--- config.mk ---
export PLATFORM = sky130hd
export DESIGN_NAME = alu_share_arbiter
export DESIGN_NICKNAME = d
export VERILOG_FILES = /design/src/rtl/alu_share_arbiter.sv
export SDC_FILE = /design/constraint.sdc
export NUM_CORES = 1
export LEC_CHECK = 0
export CORE_UTILIZATION = 39
export CTS_BUF_LIST = sky130_fd_sc_hd__clkbuf_4 sky130_fd_sc_hd__clkbuf_8
export DETAILED_ROUTE_END_ITERATION = 8
export GPL_TIMING_DRIVEN = 1
export PLACE_DENSITY = 0.88
export SYNTH_ARGS = -nofsm -noshare
export SYNTH_HDL_FRONTEND = slang
export SYNTH_SLANG_ARGS = --single-unit
--- constraint.sdc ---
create_clock -name clk -period 3.66 [get_ports clk]
set_clock_uncertainty 0.1 [all_clocks]
set_input_delay 0.366 -clock clk [delete_from_list [all_inputs] [get_ports clk]]
set_output_delay 0.366 -clock clk [all_outputs]
set_load 0.005 [all_outputs]
--- src/rtl/alu_share_arbiter.sv ---
// Round-robin sharing of one combinational ALU between two requesters.
// Operands are registered onto the ALU for EXEC_CYCLES cycles, then Z is captured and returned.
module alu_share_arbiter #(
    parameter int EXEC_CYCLES = 1,
    parameter int CNT_W       = 4
) (
    input  logic        clk,
    input  logic        reset,
    input  logic        req_valid_0,
    input  logic        req_valid_1,
    output logic        req_ready_0,
    output logic        req_ready_1,
    input  logic [31:0] req_a_0,
    input  logic [31:0] req_a_1,
    input  logic [31:0] req_b_0,
    input  logic [31:0] req_b_1,
    input  logic [5:0]  req_fun_0,
    input  logic [5:0]  req_fun_1,
    input  logic        req_sign_0,
    input  logic        req_sign_1,
    output logic        rsp_valid_0,
    output logic        rsp_valid_1,
    input  logic        rsp_ready_0,
    input  logic        rsp_ready_1,
    output logic [31:0] rsp_data,
    output logic [31:0] alu_a,
    output logic [31:0] alu_b,
    output logic [5:0]  alu_fun,
    output logic        alu_sign,
    input  logic [31:0] alu_z,
    output logic        busy
);

    typedef enum logic [1:0] {
        S_IDLE = 2'd0,
        S_EXEC = 2'd1,
        S_RESP = 2'd2
    } state_t;

    state_t            r_state;
    logic              r_prio;
    logic              r_owner;
    logic [CNT_W-1:0]  r_count;
    logic [31:0]       r_alu_a;
    logic [31:0]       r_alu_b;
    logic [5:0]        r_alu_fun;
    logic              r_alu_sign;
    logic [31:0]       r_rsp_data;

    logic              w_idle;
    logic              w_grant;
    logic              w_winner;
    logic              w_rsp_take;
    logic [CNT_W-1:0]  w_last_count;

    assign w_idle       = (r_state == S_IDLE);
    assign w_grant      = w_idle && (req_valid_0 || req_valid_1);
    // On a tie the priority bit decides; otherwise the lone valid requester wins.
    assign w_winner     = (req_valid_0 && req_valid_1) ? r_prio : req_valid_1;
    assign w_rsp_take   = r_owner ? rsp_ready_1 : rsp_ready_0;
    assign w_last_count = CNT_W'(EXEC_CYCLES - 1);

    assign req_ready_0  = w_grant && !w_winner;
    assign req_ready_1  = w_grant && w_winner;
    assign rsp_valid_0  = (r_state == S_RESP) && !r_owner;
    assign rsp_valid_1  = (r_state == S_RESP) && r_owner;
    assign busy         = !w_idle;
    assign rsp_data     = r_rsp_data;
    assign alu_a        = r_alu_a;
    assign alu_b        = r_alu_b;
    assign alu_fun      = r_alu_fun;
    assign alu_sign     = r_alu_sign;

    always_ff @(posedge clk or posedge reset) begin
        if (reset) begin
            r_state    <= S_IDLE;
            r_prio     <= 1'b0;
            r_owner    <= 1'b0;
            r_count    <= '0;
            r_alu_a    <= '0;
            r_alu_b    <= '0;
            r_alu_fun  <= '0;
            r_alu_sign <= 1'b0;
            r_rsp_data <= '0;
        end else begin
            case (r_state)
                S_IDLE: begin
                    if (w_grant) begin
                        r_alu_a    <= w_winner ? req_a_1    : req_a_0;
                        r_alu_b    <= w_winner ? req_b_1    : req_b_0;
                        r_alu_fun  <= w_winner ? req_fun_1  : req_fun_0;
                        r_alu_sign <= w_winner ? req_sign_1 : req_sign_0;
                        r_owner    <= w_winner;
                        r_count    <= '0;
                        r_state    <= S_EXEC;
                    end
                end
                S_EXEC: begin
                    r_count <= r_count + 1'b1;
                    if (r_count == w_last_count) begin
                        r_rsp_data <= alu_z;
                        r_state    <= S_RESP;
                    end
                end
                S_RESP: begin
                    if (w_rsp_take) begin
                        r_prio  <= ~r_owner;
                        r_state <= S_IDLE;
                    end
                end
                default: r_state <= S_IDLE;
            endcase
        end
    end

endmodule

==> results of run 1 <==
power by group:
| group | total [mW] | internal [mW] | switching, mW |
|---|---|---|---|
| clock | 0.887 | 0.483 | 0.404 |
| combinational | 2.89 | 1.87 | 1.02 |
| sequential | 2.17 | 1.82 | 0.354 |
| total | 5.95 | 4.17 | 1.78 |
flip-flops by register name, summed over array words and instances, names as in the netlist:
signal	count
alu_a	32
alu_sign	1
rsp_data	32
r_prio	1
r_state	2
alu_b	32
r_owner	1
r_count	4
alu_fun	6
path summary, 6_finish.rpt:
kind / endpoint
worst max-delay path: req_ready_0
worst min-delay path: rsp_data[1]
worst max register to register: alu_b[29]
worst min register to register: rsp_data[11]
max in group asynchronous: alu_b[30]
min in group clk: rsp_data[11]
cells by family after synthesis:
| group | synth area share |
|---|---|
| AOI/OAI and AO/OA | 0.268 |
| xor gates and xnor gates | 0.00361 |
| adders and majority gates | 0.00515 |
| buffers and inverters | 0.0495 |
| DFF | 0.572 |
| muxes | 0.0765 |
| and+or+nand+nor | 0.0253 |
metal layers:
metal / vias up / wire [microns] / GRT usage
li1: 1942 / - / -
met1: 2111 / 6190 / 0.282
met2: 220 / 7670 / 0.398
met3: 41 / 1090 / 0.0537
met4: 0 / 586 / 0.124
met5: - / 0 / 0
synthesized netlist by cell type (3+ instances only):
cell type,number
nor2_1,4
and3_1,3
inv_1,6
buf_4,4
nand2_1,6
mux2_2,33
buf_2,9
o21ai_0,3
buf_6,8
dfrtp_1,111
a21boi_0,67
a221o_1,71
a21boi_1,4
clkbuf_1,14
worst max-delay path, stage by stage (launching register included):
cell             delay [ps]
dfrtp_1                 490
nor2_4                  140
buf_4                   320
and3_2                  270
clkdlybuf4s50_1         590
area by class of cell:
| cell class | count | area, sq um | share of cell area |
|---|---|---|---|
| clock buffers | 11 | 145 | 0.0181 |
| inverters | 6 | 25.0 | 0.00311 |
| well taps | 168 | 210 | 0.0262 |
| multi-input cells | 211 | 1850 | 0.230 |
| repair buffers | 293 | 2930 | 0.365 |
| flip-flops and latches | 111 | 2780 | 0.346 |
| clock inverters | 5 | 104 | 0.0129 |
layout by cell type, fill, tap and decap left out, types with 2 or more instances in the layout:
cell type,n
clkdlybuf4s50_1,287
dfrtp_1,111
a221o_1,71
a21boi_0,67
mux2_2,33
clkbuf_8,10
nand2_1,6
inv_1,5
buf_4,5
a21boi_1,4
nor2_1,4
o21ai_0,3
bufinv_16,3
nand2b_1,2
and3_2,2
xor2_1,2
ha_1,2
metrics by stage:
step | hold WS, ps | power [mW] | setup WS, ps | std cells | cell area [sq um]
6_report | 326 | 5.95 | 1010 | 805 | 8040
5_1_grt | 390 | 6.30 | 902 | 805 | 8040
4_1_cts | 356 | 6.00 | 979 | 805 | 8040
3_5_place_dp | 392 | 5.09 | 880 | 789 | 7790
3_3_place_gp | 385 | 4.96 | 1120 | 789 | 7790
2_1_floorplan | 403 | 3.46 | 263 | 363 | 4860
==> metrics.md, run 1 <==
| Metric | Value |
|---|---|
| Number of global-route vias before repair | `4551` |
| Max-Cap Viols | `0` |
| Diode count | `0` |
| Peak VDD IR | `0.000330 V` |
| Clk buf depth | `2` |
| Cell accounting for the most synthesized area | `dfrtp_1` |
| Drt pass-1 iters | `4` |
| Max H-tree Level | `3` |
| Prevailing post-synth register cell | `dfrtp_1` |
| Yosys cell types | `31` |
| FMAX | `377 MHz` |
| Critical Path AT | `2190 ps` |
| Crit end category | `output pin` |
| # resized after CTS | `0` |
| Total Nets Final | `814` |
| Final Setup Violations | `0` |
| Syn. warnings | `0` |
| Sequential share of the synthesized area | `0.572` |
| R2R setup slack | `1280 ps` |
| DRC violations left | `0` |
| DR WL/cell | `19.3 microns` |
| Crit path max fanout | `37` |
| Vias | `4314` |
| Die X | `114 microns` |
| Clock Root Buffer | `clkbuf_8` |
| Syn Inst Count | `363` |
| Area delta synth->final | `65.5%` |
| Total grt overflow | `0` |
| WS Path Type | `reg -> out` |
| Die area | `0.0129 sq mm` |
| Power density over the cells | `740 mW/mm^2` |
| Detail Route Antenna Nets | `0` |
| Die H | `114 microns` |
| RSZ-0062 raised after global routing | `no` |
| Worst slew pin tran | `1300 ps` |
| Post-Route WL | `15500 microns` |
| Min-delay worst type | `in -> async` |
| Worst-Skew Late Latency | `360 ps` |
| Pins Over Slew Limit | `0` |
| Status | `completed` |
| CTS tree | `built` |
| Core Area | `0.0121 sq mm` |
| Port Buffers | `287` |
| Setup TNS | `0 ps` |
| Synth top area cells | `dfrtp_1, a221o_1, a21boi_0, mux2_2, buf_6` |
| Critical Path Start Type | `register` |
| CTS Sinks | `111` |
| Reg-to-reg critical path startpoint | `r_state[0]` |
| Leak | `3.30 nW` |
| Period utilization | `0.725` |
| Slew HR | `0.137` |
| Syn_nets | `545` |
| 1st-iter DRT viols | `174` |
| Io pins | `288` |
| Top cell type's share of synthesized area | `0.572` |
| Fin util | `0.666` |
| Post-DP HPWL | `11000 microns` |
| CTS Buf Count | `9` |
| Vias/cell | `5.36` |
| Final Hold Vio Count | `0` |
| Total global-route track usage | `0.236` |
| Post-CTS setup buffer count | `0` |
| Fillers | `904` |
| CP startpoint | `r_state[0]` |
| Hold-fix buffers, CTS | `0` |
| Minimum clock period | `2650 ps` |
| EDFF count, synth | `0` |
| Clk pin slew, worst setup/hold paths | `110 ps` |
| Reg2reg path depth | `5` |
| Critical path required time | `3190 ps` |
| Mapped Area | `0.00486 sq mm` |
| Placer Congestion | `0.777` |
| Initial antenna violation count | `0` |
| Initial Utilization | `0.403` |
| Pin count of the biggest net entering global routing | `75` |
| Flops & latches, synth | `111` |
| First-pass GRT wire length | `23500 microns` |
| Avg Inst Size Synth | `13.4 sq um` |
| Async SR Flop Fraction | `1.00` |
| # rows | `40` |
| Layout cells sized above 1 | `0.0942` |
Note: power is estimated with default switching activity, not from simulation.
==> run 2, diff against run 1 <==
Clock period 3.66 ns to 2.55 ns, I/O delays scaled along.
==> metrics.md, run 2 (same netlist as run 1, synthesis figures left out) <==
| Metric | Value |
|---|---|
| Minimum clock period | `2390 ps` |
| GR Util met1 | `0.270 (-0.0114)` |
| Worst slew pin tran | `774 ps (-521 ps)` |
| Critical Path Start Type | `register` |
| Crit end category | `output pin` |
| WHS | `319 ps (-7.73 ps)` |
| Critical path required time | `2190 ps (-1000 ps)` |
| Hold-fix buffers, CTS | `0 (unchanged)` |
| Io pins | `288 (unchanged)` |
| CP max stage cell | `clkdlybuf4s50_1` |
| Port Buffers | `287 (unchanged)` |
| Final Setup Violations | `0 (unchanged)` |
| Post-Route WL | `15500 microns (-0.43%)` |
| Delay-heaviest family, CP | `simple AND/OR/NAND/NOR gates` |
| Placer Congestion | `0.858 (+10%)` |
| R2R setup slack | `590 ps (-690 ps)` |
| Layout cells sized above 1 | `0.0984 (+0.00425)` |
| Total global-route track usage | `0.239 (+0.00313)` |
| Die H | `114 microns (unchanged)` |
| Global route hottest layer | `met2` |
| Setup TNS | `0 ps (unchanged)` |
| Initial antenna violation count | `0 (unchanged)` |
| WS Path Type | `reg -> out` |
| Vias | `4325 (+0.25%)` |
| Initial Utilization | `0.403 (unchanged)` |
| Finished Cell Area | `0.00799 sq mm (-0.56%)` |
| DR WL/cell | `19.1 microns (-0.80%)` |
| Slew HR | `0.484 (+0.347)` |
| Final Hold Vio Count | `0 (unchanged)` |
| Final Worst Setup Slack | `161 ps (-847 ps)` |
| Clock Root Buffer | `clkbuf_8` |
| FMAX | `419 MHz` |
| Reg-to-reg critical path startpoint | `r_state[0]` |
| Core Area | `0.0121 sq mm (unchanged)` |
| DRC violations left | `0 (unchanged)` |
| Grt met3 use | `0.0399 (-0.0138)` |
| Total Nets Final | `818 (+0.49%)` |
| Period utilization | `0.937` |
| Met2 Use GR | `0.437 (+0.0390)` |
| Status | `completed` |
| 1st-iter DRT viols | `169 (-2.9%)` |
| Drt pass-1 iters | `6 (+2)` |
| CP startpoint | `r_state[0]` |
| Detail Route Antenna Nets | `0 (unchanged)` |
| Leak | `3.27 nW (-0.77%)` |
| Area delta synth->final | `64.6%` |
| Max incr delay on CP | `540 ps (-50 ps)` |
| Worst Path Buf+Inv | `1 (-1)` |
| Clk buf depth | `2 (unchanged)` |
| Die X | `114 microns (unchanged)` |
| CTS Sinks | `111 (unchanged)` |
| CTS tree | `built` |
| Peak VDD IR | `0.000409 V (+24%)` |
| Worst-Skew Late Latency | `370 ps (about the same)` |
| Total grt overflow | `0 (unchanged)` |
| Critical Path, Cell by Cell | `nor2_4, and3_2, clkdlybuf4s50_1` |
| Area after DPL | `0.00782 sq mm (+0.40%)` |
| Max H-tree Level | `3 (unchanged)` |
| Max-Cap Viols | `0 (unchanged)` |
| Pins Over Slew Limit | `0 (unchanged)` |
| Post-DP HPWL | `11400 microns (+3.1%)` |
| Most frequent cells in the layout | `clkdlybuf4s50_1, dfrtp_1, a221o_1` |
| First-pass GRT wire length | `23500 microns (+0.29%)` |
| Critical Path AT | `2030 ps (-160 ps)` |
| # resized after CTS | `0 (unchanged)` |
| CTS Buf Count | `9 (unchanged)` |
| Final Power | `8.27 mW (+39%)` |
| # rows | `40 (unchanged)` |
| Crit path max fanout | `16 (-57%)` |
| Diode count | `0 (unchanged)` |
| Clk pin slew, worst setup/hold paths | `100 ps (about the same)` |
| Commonest non-fill, non-tap cell in the layout | `clkdlybuf4s50_1` |
| Pin count of the biggest net entering global routing | `63 (-16%)` |
| RSZ-0062 raised after global routing | `no` |
| Vias/cell | `5.35 (-0.12%)` |
| Min-delay worst type | `in -> async` |
| Die area | `0.0129 sq mm (unchanged)` |
| Post-CTS setup buffer count | `0 (unchanged)` |
| Number of global-route vias before repair | `4567 (+0.35%)` |
| Power density over the cells | `1030 mW/mm^2 (+40%)` |
| Pre-CTS setup slack | `391 ps (-489 ps)` |
-- run 2: area by class of cell --
class,instances,area (sq um)
Inverter,6,26.3
Clock inverter,3,20.0
Clock buffer,12,153
Timing Repair Buffer,297,2960
Multi-Input combinational cell,211,1850
Fill cell,873,4070
Sequential cell,111,2780
Tap cell,168,210
-- run 2: layer usage --
layer	wire length [microns]	share of wire	vias to the layer above
met1	6100	0.39	2138
met5	0	0	-
met2	8020	0.52	206
li1	-	-	1951
met3	890	0.058	30
met4	453	0.029	0
-- run 2: path summary, 6_finish.rpt --
kind | cells after the start | end
max | 3 | req_ready_0
min | 3 | alu_a[31]
max reg2reg | 4 | alu_b[5]
min reg2reg | 1 | rsp_data[29]
max in group asynchronous | 3 | alu_b[3]
min in group clk | 2 | alu_a[22]
-- run 2: worst register-to-register path, delay by kind of cell, from the launching register on --
family	cells	cell delay (ps)
DFF	1	470
buffers and inverters	1	440
and+or+nand+nor	2	620
AOI/OAI and AO/OA	1	270
-- run 2: per-stage QoR --
stage | cells | utilization
floorplan | 363 | -
global placement | 793 | 0.648
detailed placement | 793 | 0.648
CTS | 808 | 0.663
global route | 808 | 0.663
finish | 808 | 0.663
-- run 2: report_power, final --
part	total, mW	internal [mW]	switching (mW)
sequential	3.13	2.61	0.520
combinational	4.15	2.69	1.46
clock	0.980	0.398	0.582
total	8.27	5.71	2.56
==> run 3, diff against run 2 <==
Settings changed: GPL_ROUTABILITY_DRIVEN set to 1, PLACE_DENSITY 0.88 to unset, PLACE_DENSITY_LB_ADDON set to 0.3.
==> metrics.md, run 3 (same netlist as run 1, synthesis figures left out) <==
| Metric | Value |
|---|---|
| Clk pwr share | `0.129 (+0.010)` |
| Initial Utilization | `0.403 (unchanged)` |
| Final Hold Vio Count | `0 (unchanged)` |
| Post-CTS setup buffer count | `0 (unchanged)` |
| Comb pwr share | `0.498 (-0.004)` |
| Diode count | `0 (unchanged)` |
| Critical Path Start Type | `register` |
| Placer Congestion | `0.812 (-5.4%)` |
| Clk pin slew, worst setup/hold paths | `100 ps (about the same)` |
| Worst slew pin tran | `771 ps (-2.92 ps)` |
| WHS | `240 ps (-78.3 ps)` |
| Port Buffers | `287 (unchanged)` |
| Critical Path AT | `1870 ps (-160 ps)` |
| Switching Fraction | `0.304 (-0.00559)` |
| Final Setup Violations | `0 (unchanged)` |
| Vias | `4349 (+0.55%)` |
| First-pass GRT wire length | `24900 microns (+5.7%)` |
| Fillers | `871 (-0.23%)` |
| Crit end category | `output pin` |
| Most frequent cells in the layout | `clkdlybuf4s50_1, dfrtp_1, a221o_1` |
| Worst-Skew Late Latency | `350 ps (-20 ps)` |
| Die H | `114 microns (unchanged)` |
| Io pins | `288 (unchanged)` |
| Status | `completed` |
| Die area | `0.0129 sq mm (unchanged)` |
| Minimum clock period | `2230 ps (-160 ps)` |
| Global route hottest layer | `met2` |
| Net Sw Power | `2.55 mW (-0.52%)` |
| Pins Over Slew Limit | `0 (unchanged)` |
| Total grt overflow | `0 (unchanged)` |
| Pin count of the biggest net entering global routing | `72 (+14%)` |
| Post-Route WL | `15900 microns (+3.1%)` |
| Post-DP HPWL | `11900 microns (+4.2%)` |
| Die X | `114 microns (unchanged)` |
| FMAX | `449 MHz (+7.2%)` |
| Grt met3 use | `0.0584 (+0.0186)` |
| # resized after CTS | `0 (unchanged)` |
| Setup TNS | `0 ps (unchanged)` |
| Area delta synth->final | `66.3%` |
| Sequential power share | `0.373 (-0.006)` |
| CTS Sinks | `111 (unchanged)` |
| Initial antenna violation count | `0 (unchanged)` |
| Vias/cell | `5.36 (about the same)` |
| Max H-tree Level | `3 (unchanged)` |
| Power density over the cells | `1040 mW/mm^2 (+0.24%)` |
| CTS tree | `built` |
| RSZ-0062 raised after global routing | `no` |
| DR WL/cell | `19.6 microns (+2.6%)` |
| Total global-route track usage | `0.250 (+0.0109)` |
| Min-delay worst type | `in -> async` |
| DRC violations left | `0 (unchanged)` |
| Max-Cap Viols | `0 (unchanged)` |
| Commonest non-fill, non-tap cell in the layout | `clkdlybuf4s50_1` |
| Crit path max fanout | `8 (-8)` |
| Period utilization | `0.874 (-0.0627)` |
| WS Path Type | `reg -> out` |
| Core Area | `0.0121 sq mm (unchanged)` |
| Leak | `3.32 nW (+1.5%)` |
| Slew HR | `0.486 (+0.00195)` |
| # rows | `40 (unchanged)` |
| Internal | `5.83 mW (+2.1%)` |
| Layout cells sized above 1 | `0.104 (+0.00560)` |
| Hold-fix buffers, CTS | `0 (unchanged)` |
| Number of global-route vias before repair | `4747 (+3.9%)` |
| Critical path required time | `2190 ps (about the same)` |
| Clk buf depth | `2 (unchanged)` |
| Detail Route Antenna Nets | `0 (unchanged)` |
| Total Nets Final | `821 (+0.37%)` |
| Clock Root Buffer | `clkbuf_8` |
| 1st-iter DRT viols | `370 (+120%)` |
| Peak VDD IR | `0.000452 V (+11%)` |
| CTS Buf Count | `9 (unchanged)` |
| GR Util met1 | `0.296 (+0.0259)` |
| Met2 Use GR | `0.435 (-0.00163)` |
| Drt pass-1 iters | `4 (-2)` |
-- run 3: cell count changes in the layout (fill, tap and decap cells not counted), sizes merged --
cell	before	now
clkinv	1	3
bufinv	0	1
clkinvlp	3	1
buf	10	13
-- run 3: final timing paths --
kind	startpoint	to	cells past startpoint	slack, ps
max	r_state[0]	req_ready_1	3	320
min	reset	r_prio	2	240
max reg2reg	r_state[0]	alu_b[8]	4	540
min reg2reg	rsp_data[15]	rsp_data[15]	1	410
max in group asynchronous	reset	alu_a[21]	3	1540
min in group clk	alu_z[27]	rsp_data[27]	2	400
-- run 3: critical path: stages, from the launching register on --
cell	delay, ps
dfrtp_1	480
nor2_4	220
and3_2	280
clkdlybuf4s50_1	540
-- run 3: power groups by stage --
| stage | sequential (mW) | clock, mW | combinational (mW) |
|---|---|---|---|
| finish | 3.12 | 1.08 | 4.17 |
| detailed placement | 3.14 | 0 | 4.21 |
| floorplan | 3.12 | 0 | 1.86 |
| CTS | 3.13 | 1.11 | 4.21 |
| global route | 3.23 | 1.18 | 4.51 |
| global placement | 3.12 | 0 | 4.04 |
-- run 3: layout make-up --
type	count	area (sq um)	area share
Tap cell	168	210	0.0260
Clock buffer	12	153	0.0189
Multi-Input combinational cell	211	1850	0.228
Inverter	6	26.3	0.00325
Sequential cell	111	2780	0.344
Timing Repair Buffer	300	3020	0.374
Clock inverter	4	45.0	0.00558
-- run 3: per-layer routing --
layer	up-vias	part of all wire
met1	2138	0.39
met4	0	0.024
li1	1958	-
met3	26	0.079
met2	227	0.51
met5	-	0
-- run 3: stage by stage --
| stage | cell area, sq um | total power, mW | cells | setup WS (ps) | util |
|---|---|---|---|---|---|
| 2_1_floorplan | 4860 | 4.97 | 363 | 852 | - |
| 3_3_place_gp | 7880 | 7.16 | 796 | 543 | 0.653 |
| 3_5_place_dp | 7880 | 7.35 | 796 | 495 | 0.653 |
| 4_1_cts | 8080 | 8.45 | 812 | 256 | 0.670 |
| 5_1_grt | 8080 | 8.92 | 812 | 230 | 0.670 |
| 6_report | 8080 | 8.38 | 812 | 321 | 0.670 |
